<file path="config.mk">
export PLATFORM = sky130hd
export DESIGN_NAME = sprite_motion_ctrl
export DESIGN_NICKNAME = d
export VERILOG_FILES = /design/src/rtl/sprite_motion_ctrl.sv
export SDC_FILE = /design/constraint.sdc
export NUM_CORES = 1
export LEC_CHECK = 0
export ABC_AREA = 1
export CAP_MARGIN = 20
export CORE_ASPECT_RATIO = 0.8
export CORE_MARGIN = 5
export CORE_UTILIZATION = 40
export DETAILED_ROUTE_END_ITERATION = 7
export MAX_ROUTING_LAYER = met4
export PLACE_DENSITY = 0.69
export SYNTH_ARGS = -nofsm -noshare
export SYNTH_HDL_FRONTEND = slang
export SYNTH_SLANG_ARGS = --single-unit
</file>
<file path="constraint.sdc">
create_clock -name clk_22 -period 5.4 [get_ports clk_22]
set_input_delay 0.54 -clock clk_22 [delete_from_list [all_inputs] [get_ports clk_22]]
set_output_delay 0.54 -clock clk_22 [all_outputs]
set_load 0.02 [all_outputs]
</file>
<file path="src/rtl/sprite_motion_ctrl.sv">
// Game-object controller: dragon/robot/missile positions, lives, score and
// the IDLE/PLAY/HIT/OVER game state, advanced once per game tick.
module sprite_motion_ctrl #(
    parameter logic [9:0] D_X0        = 10'd40,
    parameter logic [9:0] D_Y0        = 10'd225,
    parameter logic [9:0] R_X0        = 10'd560,
    parameter logic [9:0] Y_MAX       = 10'd450,
    parameter logic [9:0] D_STEP      = 10'd4,
    parameter logic [9:0] R_STEP      = 10'd2,
    parameter logic [9:0] M_STEP      = 10'd8,
    parameter int         FIRE_PERIOD = 16,
    parameter int         HIT_TICKS   = 32,
    parameter logic [1:0] LIVES       = 2'd3
) (
    input  logic       clk_22,
    input  logic       rst,
    input  logic       start,
    input  logic       btn_up,
    input  logic       btn_down,
    input  logic [1:0] Event,
    output logic [9:0] d_x,
    output logic [9:0] d_y,
    output logic [9:0] r_x,
    output logic [9:0] r_y,
    output logic [9:0] m_x,
    output logic [9:0] m_y,
    output logic       d_valid,
    output logic       r_valid,
    output logic       m_valid,
    output logic [1:0] lives,
    output logic [7:0] score,
    output logic       game_over
);

    localparam int FW = $clog2(FIRE_PERIOD + 1);
    localparam int HW = $clog2(HIT_TICKS + 1);
    localparam logic [FW-1:0] FIRE_LAST = FW'(FIRE_PERIOD - 1);
    localparam logic [FW-1:0] FIRE_MAX  = FW'(FIRE_PERIOD);
    localparam logic [HW-1:0] HIT_LAST  = HW'(HIT_TICKS - 1);
    localparam logic [9:0]    M_XOFS    = 10'd56;
    localparam logic [9:0]    M_YOFS    = 10'd9;

    typedef enum logic [1:0] {S_IDLE, S_PLAY, S_HIT, S_OVER} state_t;

    state_t        state;
    logic [1:0]    ev_meta, ev_s, ev_prev;
    logic          r_down;
    logic [FW-1:0] fire_tmr;
    logic [HW-1:0] hit_tmr;

    logic          new_ev, r_down_mv, launch_ok;
    logic [9:0]    d_y_mv, r_x_mv, r_y_mv;

    // Candidate next positions; bounds are tested before any subtraction.
    always_comb begin
        new_ev    = (ev_s != 2'b00) && (ev_s != ev_prev);
        d_y_mv    = d_y;
        if (btn_up && !btn_down)
            d_y_mv = (d_y < D_STEP) ? 10'd0 : d_y - D_STEP;
        else if (btn_down && !btn_up)
            d_y_mv = (d_y > Y_MAX - D_STEP) ? Y_MAX : d_y + D_STEP;

        r_y_mv    = r_y;
        r_down_mv = r_down;
        if (r_down) begin
            if (r_y > Y_MAX - R_STEP) begin
                r_y_mv    = Y_MAX;
                r_down_mv = 1'b0;
            end else begin
                r_y_mv = r_y + R_STEP;
            end
        end else begin
            if (r_y < R_STEP) begin
                r_y_mv    = 10'd0;
                r_down_mv = 1'b1;
            end else begin
                r_y_mv = r_y - R_STEP;
            end
        end

        r_x_mv    = (r_x < R_STEP) ? R_X0 : r_x - R_STEP;
        // Launch on the tick the timer reaches FIRE_PERIOD, or any later tick once the robot is far enough right.
        launch_ok = (fire_tmr >= FIRE_LAST) && (r_x_mv >= M_XOFS + M_STEP);
    end

    always_ff @(posedge clk_22 or posedge rst) begin
        if (rst) begin
            state     <= S_IDLE;
            ev_meta   <= 2'b00;
            ev_s      <= 2'b00;
            ev_prev   <= 2'b00;
            d_x       <= D_X0;
            d_y       <= D_Y0;
            r_x       <= R_X0;
            r_y       <= 10'd0;
            r_down    <= 1'b1;
            m_x       <= 10'd0;
            m_y       <= 10'd0;
            d_valid   <= 1'b0;
            r_valid   <= 1'b0;
            m_valid   <= 1'b0;
            lives     <= LIVES;
            score     <= 8'd0;
            game_over <= 1'b0;
            fire_tmr  <= '0;
            hit_tmr   <= '0;
        end else begin
            ev_meta <= Event;
            ev_s    <= ev_meta;
            ev_prev <= ev_s;

            case (state)
                S_IDLE, S_OVER: begin
                    if (start) begin
                        state     <= S_PLAY;
                        d_x       <= D_X0;
                        d_y       <= D_Y0;
                        r_x       <= R_X0;
                        r_y       <= 10'd0;
                        r_down    <= 1'b1;
                        m_x       <= 10'd0;
                        m_y       <= 10'd0;
                        d_valid   <= 1'b1;
                        r_valid   <= 1'b1;
                        m_valid   <= 1'b0;
                        lives     <= LIVES;
                        score     <= 8'd0;
                        game_over <= 1'b0;
                        fire_tmr  <= '0;
                        hit_tmr   <= '0;
                    end
                end

                S_PLAY: begin
                    if (new_ev) begin
                        if (ev_s[1] == 1'b0 || ev_s[0] == 1'b1) begin
                            r_x    <= R_X0;
                            r_y    <= 10'd0;
                            r_down <= 1'b1;
                        end
                        if (ev_s == 2'b01) begin
                            if (score != 8'hFF)
                                score <= score + 8'd1;
                        end else begin
                            if (lives != 2'd0)
                                lives <= lives - 2'd1;
                            if (lives <= 2'd1) begin
                                state     <= S_OVER;
                                game_over <= 1'b1;
                                d_valid   <= 1'b0;
                                r_valid   <= 1'b0;
                                m_valid   <= 1'b0;
                            end else begin
                                state    <= S_HIT;
                                hit_tmr  <= '0;
                                m_valid  <= 1'b0;
                                fire_tmr <= '0;
                            end
                        end
                    end else begin
                        d_y    <= d_y_mv;
                        r_x    <= r_x_mv;
                        r_y    <= r_y_mv;
                        r_down <= r_down_mv;
                        if (m_valid) begin
                            if (m_x < M_STEP)
                                m_valid <= 1'b0;
                            else
                                m_x <= m_x - M_STEP;
                        end else if (launch_ok) begin
                            m_valid  <= 1'b1;
                            m_x      <= r_x_mv - M_XOFS;
                            m_y      <= r_y_mv + M_YOFS;
                            fire_tmr <= '0;
                        end else if (fire_tmr != FIRE_MAX) begin
                            fire_tmr <= fire_tmr + FW'(1);
                        end
                    end
                end

                S_HIT: begin
                    if (hit_tmr == HIT_LAST) begin
                        state   <= S_PLAY;
                        d_y     <= D_Y0;
                        d_valid <= 1'b1;
                    end else begin
                        hit_tmr <= hit_tmr + HW'(1);
                        if (hit_tmr[1:0] == 2'b11)
                            d_valid <= ~d_valid;
                    end
                end

                default: state <= S_IDLE;
            endcase
        end
    end

endmodule

</file>
Word level (Yosys, flattened, before mapping):

Index checks and enable logic that the tools add are counted.

* output and inout port bits: 74
* bits in read-only memories: 0
* flip-flop bits (word level): 84
* RAM bits: 0
* memories: 0
* latch bits: 0

* reduce and logical (&&, ||, !) cells: 24
* shifts and indexed selects: 0
* equality and inequality tests: 31
* magnitude comparators: 9
* bitwise logic cells: 2
* divide/modulo/power cells: 0
* mux-type cells: 84
* $add $sub $neg: 12
* multipliers: 0

Operators with widths (number)
* $mux W10: 24
* $pmux W10 S2: 4
* $mux W5: 7
* $reduce_and A5 Y1: 7
* $mux W8: 4
* $mux W6: 5
* $pmux W10 S3: 1
* $ne A2 B2 Y1 const B: 13
* $ne A3 B3 Y1 const B: 8
* $mux W1: 21
* $gt A10 B9 Y1 const B: 2
* $lt A10 B2 Y1 const B: 2
* $sub A10 B2 Y10 const B: 2
* $pmux W6 S3: 1
* $mux W2: 8
* $pmux W8 S2: 1
* $add A10 B2 Y10 const B: 1
* $add A10 B3 Y10 const B: 1
* $add A10 B4 Y10 const B: 1
* $ge A10 B7 Y1 const B: 1
* $lt A10 B3 Y1 const B: 1
* $lt A10 B4 Y1 const B: 1
* $pmux W5 S2: 1
* $sub A10 B3 Y10 const B: 1
* other kinds (29): 44

Depth between registers and ports, before layout:

Gate-level depths: netlist of the first run.

* word-level depth: 8
* depth in mapped cells: 16
* mapped depth without buffers: 16

Least setup slack after synthesis of the first run:

No wires, ideal clock.

* kind: reg-to-reg
* start point: register r_y[6]
* end point: register m_y[2]
* data arrival time: 1.832 ns
* stages on the path, launching flop included: 12
* setup slack: 3.451 ns
* library setup time: 0.117 ns
* buffers on the path: 1
* period minus slack after synthesis: 1.949 ns
* path through: dfrtp_1 > buf_4 > nor2_2 > nand2_1 > nor2_4 > nand3_4 > nand3_1 > inv_1 > ha_1 > or2_2 > nand3_1 > nand2_1

* cells in the longest elaborated chain, start to end: 8
* elaborated cells on any way between the ends: 10
* classes of those cells: add/sub: 1; order compare: 2; mux: 7

Ends and longest elaborated chain
* start, declared: line 24 `output logic [9:0] r_y,`
* start signal, assigned: line 163 `r_y <= r_y_mv;`
* $lt A10 B2 Y1 or $gt A10 B9 Y1 (tied branches): line 73, 66
* $mux W10, on equally long branches: line 73, 66
* $mux W10 *: line 65 `if (r_down) begin`
* $add A10 B4 Y10 *: line 173 `m_y <= r_y_mv + M_YOFS;`
* $mux W10 *: line 170 `end else if (launch_ok) begin`
* $mux W10 *: line 165 `if (m_valid) begin`
* $mux W10 *: line 135 `if (new_ev) begin`
* $pmux W10 S2 *: line 112 `case (state)`
* end signal, assigned: line 173
* end, declared: line 26 `output logic [9:0] m_y,`

Every way passes the cells marked *; elsewhere a longest branch is shown, timed or not. The select of a mux whose other input is x is not followed.
A chain may end at the register's enable or synchronous reset.

Worst setup path in the final report of the first run:

* start point: register state[1]
* end point: register r_y[7]

* cells in the longest elaborated chain, start to end: 4
* elaborated cells on any way between the ends: 9
* classes of those cells: eq/ne: 4; mux: 1; reduce/logical: 4

Ends and longest elaborated chain
* start, declared: line 45 `state_t state;`
* start signal, assigned: line 88 `state <= S_IDLE;`
* start signal, assigned: line 115 `state <= S_PLAY;`
* start signal, assigned: line 148 `state <= S_OVER;`
* $eq A2 B2 Y1 or $logic_not A2 Y1 (tied branches): line 112
* $reduce_or A2 Y1: line 112
* $ne A2 B2 Y1 (no source line) or $reduce_bool A2 Y1 (tied branches)
* $reduce_and A3 Y1 (no source line)

Several ways; a longest one is shown, not always the timed one.

==> impl_metrics.yaml, run 1 <==
placement:
  post-place-ws_ns: 2.593
  place_inst: 987
  portBuffers: 70
  place_congestion: 0.9029
  dpl.hpwl_mm: 10.34
setup_path:
  r2r_start: "state[1]"
  endpoint_kind: "flip-flop"
  ff2ff_path_depth: 8
  crit_end: "r_y[7]"
  cp-start-kind: "flip-flop"
  r2r_setup_slack_ns: 2.53
  worstReg2RegEnd: "r_y[7]"
  cp.required_ns: 5.65
  arrival_ns: 3.12
  slowest_stage: "ha_1"
  cpPeakStageDelay_ns: 0.66
  crit_fanout: 18
  crit_type: "reg2reg"
  path_cells: "inv_1 -> ha_1 -> inv_2 -> a21oi_1 -> nand2_1 -> nor2_2 -> inv_1 -> o22ai_1"
  crit_start: "state[1]"
  path_common_cell: "inv_1"
logic_synthesis:
  synth_area_mm2: 0.005552
  yosys.area.top_type: "dfrtp_1"
  synth_edf_count: 0
  synthArstFlopShare: 1.000
  ys_warn_count: 0
  synth_common_cells: "187 x nand2_1, 95 x inv_1, 77 x nor2_1, 74 x dfrtp_1, 53 x nand3_1"
  synth_seq_cells: 84
  seq_area_frac_synth: 0.3809
  synth_top_cell_area_share: 0.3336
  ys_top_cells_by_area: "dfrtp_1 33%, nand2_1 13%, inv_1 6.4%"
  syn-instance-count: 752
  synth_flop_cell: "dfrtp_1"
  yosysMostFrequentCell: "nand2_1"
  avgSynthCellArea_um2: 7.382
  yosysUniqueCellTypes: 52
cts:
  clk_pin_slew_worst_paths_ns: 0.07
  ctsHoldBuffers: 0
  cts-htree-levels: 3
  cts.sinks: 84
  max-clock-path-buffers: 2
  ctsResizeCount: 0
  cts_tree: "yes"
  clock_tree.root_cell: "clkbuf_16"
  post_cts_buffers: 0
  cts_made_buffers: 9
  clk_latency_ns: 0.35
power_and_ir_drop:
  p_per_area_mw_per_mm2: 653.7
  p_leak_nw: 3.181
  ir_drop_mv: 0.2954
  power_mw: 4.361
global_routing:
  antenna_found_initial: 0
  grt_max_degree: 45
  grt_first_pass_wirelength_mm: 23.45
  grt-ovfl-total: 0
  grt_usage: 0.1824
  grt_pass1_vias: 4661
drt:
  routed.top_layer: "met4"
  viasPerCell: 5.027
  met1_length_mm: 6.809
  drt_iter0_markers: 447
  routed_wirelength_mm: 13.82
  vias: 5042
  first_pass_iters: 8
  route.met2.wl_mm: 5.989
  wl_met3_um: 890
  drc_errors: 0
  wire_per_inst_um: 13.78
  final_antenna_net_count: 0
timing:
  setup_viol: 0
  period_share: 0.5314
  finalSetupTns_ns: 0
  fin_ws_ns: 2.531
  skew_ns: 0.01182
  rsz0062_at_grt: "no"
  timing.final.hold_violations: 0
  clock.fmax_mhz: 348.5
  max-slew-margin-rel: 0.4416
  min_period_ns: 2.869
  slew_violations: 0
  worstMarginPinSlew_ns: 0.8346
floorplanning:
  core_area_mm2: 0.01360
  initial_core_util: 0.4083
  die_area_mm2: 0.01635
  num_rows: 38
  die_y_um: 115.4
  die_w_um: 141.7
  ios: 81
job:
  drv_cap: 0
cells_and_area:
  area_delta_synth_final_pct: 20.17
  antenna_cells: 0
  finalNonFillerCells: 1003
  drive_gt1_frac: 0.1045
  fillers: 1356
  fin_nets: 843
run_status:
  status: "finished, final reports clean"
worst_hold_path:
  hold_class: "reg2reg"
==> how the worst min path moves through the flow <==
stage,from,end,slack [ns],cells past startpoint
5_1_grt,ev_meta[1],ev_s[1],0.37,0
6_report,ev_meta[1],ev_s[1],0.35,0
3_5_place_dp,ev_meta[0],ev_s[0],0.34,0
4_1_cts,ev_meta[1],ev_s[1],0.35,0
3_3_place_gp,ev_meta[0],ev_s[0],0.33,0
2_1_floorplan,ev_meta[0],ev_s[0],0.33,0
==> registers in the layout (all words and copies together) (netlist names) <==
| name | flops |
|---|---|
| r_x | 10 |
| hit_tmr | 6 |
| m_y | 10 |
| ev_s | 2 |
| r_y | 10 |
| game_over | 1 |
| ev_prev | 2 |
| m_x | 10 |
| state | 2 |
| lives | 2 |
| ev_meta | 2 |
| fire_tmr | 5 |
| m_valid | 1 |
| r_down | 1 |
| d_valid | 1 |
| d_y | 10 |
| score | 8 |
| r_valid | 1 |
==> cell type report <==
type / count / area, µm² / area share
multi-input combinational: 549 / 2912 / 0.4364
sequential: 84 / 2115 / 0.3170
timing repair buffer: 71 / 708.2 / 0.1062
inverter: 103 / 387.9 / 0.05814
clock buffer: 9 / 225.2 / 0.03376
tap: 180 / 225.2 / 0.03376
clock inverter: 7 / 98.84 / 0.01482
==> report_power, final <==
group | internal [mW] | switching [mW] | total, mW
registers | 0.837 | 0.234 | 1.07
clock network | 0.408 | 0.269 | 0.677
logic | 0.910 | 1.70 | 2.61
total | 2.16 | 2.21 | 4.36
==> cell families after synthesis <==
logic type	count (synthesis)	synth area share
muxes	1	0.001803
and+or+nand+nor	388	0.3227
DFF	84	0.3809
AOI/OAI and AO/OA	114	0.1215
other	2	0.001353
buffers and inverters	127	0.1001
adders and majority gates	18	0.04057
xor gates and xnor gates	18	0.03110
==> routing by layer <==
layer | track usage | vias up
met5 | - | -
met4 | 0.04668 | 0
met3 | 0.04116 | 9
met2 | 0.2584 | 173
met1 | 0.2637 | 2297
li1 | - | 2563
==> metrics by stage <==
stage            util  instance area (µm²)  hold slack (ns)
3_5_place_dp   0.4668                 6347           0.3364
6_report       0.4906                 6671           0.3487
3_3_place_gp   0.4668                 6347           0.3325
2_1_floorplan       -                 5582           0.3312
5_1_grt        0.4906                 6671           0.3693
4_1_cts        0.4906                 6671           0.3514
==> layout by cell type, fill, tap and decap left out, types with 3 or more instances in the layout <==
cell type	n
clkbuf_16	9
nand4_1	15
o21ai_0	49
nand2_2	12
conb_1	10
o211ai_1	3
dfrtp_1	74
ha_1	18
inv_1	94
o21ai_1	5
nor2_2	12
dfstp_2	10
o22ai_1	12
clkdlybuf4s50_1	70
or2_2	3
xor2_1	13
nand2_4	5
nor3_1	10
nor2_1	77
inv_2	6
nand3_1	53
nand2_1	187
a21oi_1	27
xnor2_1	3
==> critical path, delay by kind of cell (launching register included) <==
| kind | cells | cell delay, ns |
|---|---|---|
| AOI/OAI and AO/OA | 2 | 0.52 |
| adders and majority gates | 1 | 0.66 |
| buffers and inverters | 3 | 0.65 |
| DFF | 1 | 0.38 |
| and+or+nand+nor | 2 | 0.56 |
(Power assumes the default switching activity.)
==> run 2, diff against run 1 <==
clock period = 2.9 ns   (was 5.4 ns; I/O delays follow)
==> impl_metrics.yaml, run 2 (synthesized netlist as in run 1, its figures left out) <==
drt:
  wire_per_inst_um: 13.33
  first_pass_iters: 5
  vias: 5027
  routed_wirelength_mm: 13.42
  drt_iter0_markers: 397
  final_antenna_net_count: 0
  viasPerCell: 4.992
  drc_errors: 0
power_and_ir_drop:
  internal-power_mw: 4.008
  pwr-share-clk: 0.148
  power_mw: 8.072
  p_per_area_mw_per_mm2: 1204
  power_frac_comb: 0.605
  pwr-share-seq: 0.247
  switchingPower_mw: 4.064
  p_leak_nw: 3.200
  swShare: 0.5035
  ir_drop_mv: 0.4858
setup_path:
  ff2ff_path_depth: 9
  r2r_setup_slack_ns: 0.70
  cpPeakStageDelay_ns: 0.35
  arrival_ns: 2.45
  endpoint_kind: "flip-flop"
  cp.required_ns: 3.15
  slowest_stage: "dfrtp_1"
  worstReg2RegEnd: "r_y[6]"
  crit_fanout: 11
  r2r_start: "state[0]"
  path_common_cell: "inv_1"
  crit_type: "reg2reg"
  crit_start: "state[0]"
  crit_end: "r_y[6]"
  cp-start-kind: "flip-flop"
  path_cells: "inv_1 -> ha_1 -> inv_1 -> nor2_1 -> a21oi_1 -> nand2_1 -> nor2_2 -> inv_1 -> o22ai_1"
floorplanning:
  die_area_mm2: 0.01635
  die_w_um: 141.7
  ios: 81
  core_area_mm2: 0.01360
  num_rows: 38
  die_y_um: 115.4
  initial_core_util: 0.4083
cells_and_area:
  antenna_cells: 0
  multi_input_area_mm2: 0.002912
  area_delta_synth_final_pct: 20.73
  finalNonFillerCells: 1007
  fillers: 1348
  seqCellArea_mm2: 0.002115
  fin_nets: 847
  drive_gt1_frac: 0.1088
  layout_common_cells: "187 x nand2_1, 94 x inv_1, 77 x nor2_1, 74 x dfrtp_1, 70 x clkdlybuf4s50_1"
  layout_commonest_cell: "nand2_1"
cts:
  cts-htree-levels: 3
  cts_made_buffers: 9
  cts.sinks: 84
  ctsHoldBuffers: 0
  max-clock-path-buffers: 2
  cts_tree: "yes"
  clock_tree.root_cell: "clkbuf_16"
  post_cts_buffers: 0
  clk_latency_ns: 0.34
  clk_pin_slew_worst_paths_ns: 0.06
  ctsResizeCount: 0
global_routing:
  antenna_found_initial: 0
  grt_use_met1: 0.2490
  grt_max_degree: 39
  use_met3: 0.03617
  use_met2: 0.2546
  grt-ovfl-total: 0
  grt_usage: 0.1737
  grt_busiest_layer: "met2"
  grt_pass1_vias: 4618
  grt_first_pass_wirelength_mm: 22.54
timing:
  min_period_ns: 2.195
  finalSetupTns_ns: 0
  timing.final.hold_violations: 0
  clock.fmax_mhz: 455.5
  slew_violations: 0
  max-slew-margin-rel: 0.6311
  worstMarginPinSlew_ns: 0.5527
  rsz0062_at_grt: "no"
  period_share: 0.7570
  setup_viol: 0
  skew_ns: 0.007086
placement:
  portBuffers: 70
  place_inst: 991
  place_congestion: 0.9277
  dpl.hpwl_mm: 10.10
worst_hold_path:
  hold_class: "in2async"
run_status:
  status: "finished, final reports clean"
job:
  drv_cap: 0
-- run 2: cell types whose count changed in the layout (fill, tap and decap cells not counted), sizes merged --
| cell | previous run | this run |
|---|---|---|
| bufinv | 2 | 1 |
| clkinv | 5 | 6 |
| buf | 1 | 5 |
| inv | 102 | 100 |
| clkbuf | 9 | 11 |
-- run 2: worst min path at each step --
stage	slack, ns	depth (start not counted)	end	from
2_1_floorplan	0.32	0	ev_meta[0]	Event[0]
3_3_place_gp	0.34	0	ev_s[1]	ev_meta[1]
3_5_place_dp	0.34	0	ev_s[1]	ev_meta[1]
4_1_cts	0.32	2	score[6]	rst
5_1_grt	0.36	2	state[0]	rst
6_report	0.31	2	score[6]	rst
-- run 2: cell type report --
cell class | count | share of cell area
Clock buffer | 11 | 0.03771
Multi-Input combinational cell | 549 | 0.4344
Clock inverter | 5 | 0.008960
Tap cell | 180 | 0.03360
Sequential cell | 84 | 0.3155
Inverter | 103 | 0.05787
Timing Repair Buffer | 75 | 0.1120
-- run 2: routing by layer --
| layer | wire length (µm) | part of all wire |
|---|---|---|
| met2 | 5844 | 0.44 |
| met4 | 144 | 0.011 |
| met1 | 6759 | 0.50 |
| met3 | 672 | 0.050 |
| met5 | 0 | 0 |
-- run 2: power groups by stage --
stage	sequential (mW)	clock (mW)	combinational [mW]
finish	2.00	1.19	4.88
global route	2.06	1.27	5.49
CTS	2.00	1.22	4.89
detailed placement	2.01	0	4.85
global placement	2.02	0	4.82
floorplan	2.19	0	3.32
-- run 2: stage by stage --
step	utilization	worst slack, ns	hold slack [ns]	cell area, µm²
2_1_floorplan	-	0.4614	0.3214	5582
3_3_place_gp	0.4699	0.6124	0.3379	6390
3_5_place_dp	0.4699	0.6463	0.3381	6390
4_1_cts	0.4929	0.7246	0.3189	6703
5_1_grt	0.4929	0.4803	0.3573	6703
6_report	0.4929	0.7048	0.3079	6703
-- run 2: worst max-delay path: cells and delay by family (launching register included) --
family | cells | cell delay, ns
compound gates | 2 | 0.42
fa+ha+maj | 1 | 0.28
buf+inv | 3 | 0.37
flops | 1 | 0.35
simple gates | 3 | 0.67
==> run 3, diff against run 2 <==
PLACE_DENSITY = 0.71   (was 0.69)
clock period = 1.98 ns   (was 2.9 ns; I/O delays follow)
==> impl_metrics.yaml, run 3 (synthesized netlist as in run 1, its figures left out) <==
run_status:
  status: "finished with violations"
  violations: "setup timing"
power_and_ir_drop:
  p_leak_nw: 3.547
  p_per_area_mw_per_mm2: 1827
  power_mw: 13.51
  ir_drop_mv: 0.8172
cells_and_area:
  drive_gt1_frac: 0.2292
  area_delta_synth_final_pct: 33.20
  design_area_mm2: 0.007395
  fin_nets: 910
  antenna_cells: 0
  layout_commonest_cell: "nand2_1"
  final_util: 0.5438
  layout_common_cells: "175 x nand2_1, 87 x inv_1, 69 x dfrtp_1, 69 x clkdlybuf4s50_1, 64 x nor2_1"
cts:
  cts_made_buffers: 9
  cts_tree: "yes"
  cts.sinks: 84
  clk_latency_ns: 0.34
  ctsHoldBuffers: 0
  cts-htree-levels: 3
  clock_tree.root_cell: "clkbuf_16"
  max-clock-path-buffers: 2
  clk_pin_slew_worst_paths_ns: 0.07
global_routing:
  grt_usage: 0.1814
  antenna_found_initial: 0
  grt-ovfl-total: 0
  grt_first_pass_wirelength_mm: 23.59
  grt_pass1_vias: 4873
  grt_max_degree: 85
floorplanning:
  ios: 81
  die_y_um: 115.4
  num_rows: 38
  initial_core_util: 0.4083
  die_w_um: 141.7
  core_area_mm2: 0.01360
  die_area_mm2: 0.01635
setup_path:
  crit_type: "reg2reg"
  arrival_ns: 2.24
  cp-start-kind: "flip-flop"
  crit_fanout: 5
  cp.required_ns: 2.22
  endpoint_kind: "flip-flop"
timing:
  min_period_ns: 2.005
  period_share: 1.013
  setup_viol: 1
  slew_violations: 0
  skew_ns: 0.01013
  fin_ws_ns: -0.02521
  timing.final.hold_violations: 0
  clock.fmax_mhz: 498.7
  rsz0062_at_grt: "yes"
drt:
  wire_per_inst_um: 13.77
  wl_met3_um: 803
  drt_iter0_markers: 424
  final_antenna_net_count: 0
  route.met2.wl_mm: 6.542
  routed_wirelength_mm: 14.73
  met1_length_mm: 7.186
  routed.top_layer: "met4"
  first_pass_iters: 5
  drc_errors: 0
  viasPerCell: 4.936
  vias: 5281
worst_hold_path:
  hold_class: "in2reg"
placement:
  dpl.hpwl_mm: 10.59
  place_congestion: 0.9279
  placed_area_mm2: 0.006720
  portBuffers: 70
  post-place-ws_ns: -0.03445
job:
  drv_cap: 0
run 3: final timing paths:
path | slack (ns) | cells after the start | to | start
min | 0.29 | 1 | ev_meta[1] | Event[1]
max in group asynchronous | 1.27 | 3 | r_y[5] | rst
max reg2reg | -0.03 | 13 | score[6] | state[0]
min in group asynchronous | 0.32 | 3 | r_x[1] | rst
max | -0.03 | 13 | score[6] | state[0]
min reg2reg | 0.35 | 0 | ev_s[1] | ev_meta[1]
run 3: what timing repair did:
| item | in CTS | in global routing |
|---|---|---|
| endpoints found under the setup margin | 3 | 61 |
| pin swaps | 0 | 19 |
| buffers inserted | 0 | 20 |
| resized for setup | 2 | 73 |
| hold endpoints to repair | 0 | 0 |
| cloned | 0 | 1 |
run 3: final cells by class:
cell class,instances,area (µm²)
timing repair inverter,1,7.507
inverter,103,404.1
clock buffer,9,225.2
tap,180,225.2
fill,1298,6203
multi-input combinational,549,3097
sequential,84,2121
timing repair buffer,137,1242
clock inverter,7,72.57
run 3: metrics by stage:
stage	std cells	hold slack, ns	TNS [ns]
2_1_floorplan	760	0.2294	0
3_3_place_gp	1033	0.3325	-0.01229
3_5_place_dp	1033	0.3347	-0.09768
4_1_cts	1049	0.2766	0
5_1_grt	1070	0.2743	-2.590
6_report	1070	0.2875	-0.02521
run 3: worst max-delay path, cell delays in order, from the launching register on:
cell and delay (ns):
dfrtp_1 0.39, inv_1 0.08, ha_1 0.23, inv_2 0.09, nor2_4 0.05, nor2_4 0.12, inv_2 0.05, a21oi_2 0.13
nand2_2 0.14, nor3_4 0.21, nand2_2 0.10, nor2_2 0.11, nand2_1 0.05, and3_1 0.14
run 3: per-layer routing:
layer,vias up,GRT usage
met5,-,-
met4,0,0.04092
met3,20,0.03285
met2,151,0.2656
met1,2433,0.2623
li1,2677,-
run 3: power by group:
part | switching, mW | internal (mW) | total [mW] | leakage, nW
sequential | 0.543 | 2.29 | 2.84 | 1.09
combinational | 5.31 | 3.64 | 8.94 | 2.32
clock | 0.748 | 0.983 | 1.73 | 0.142
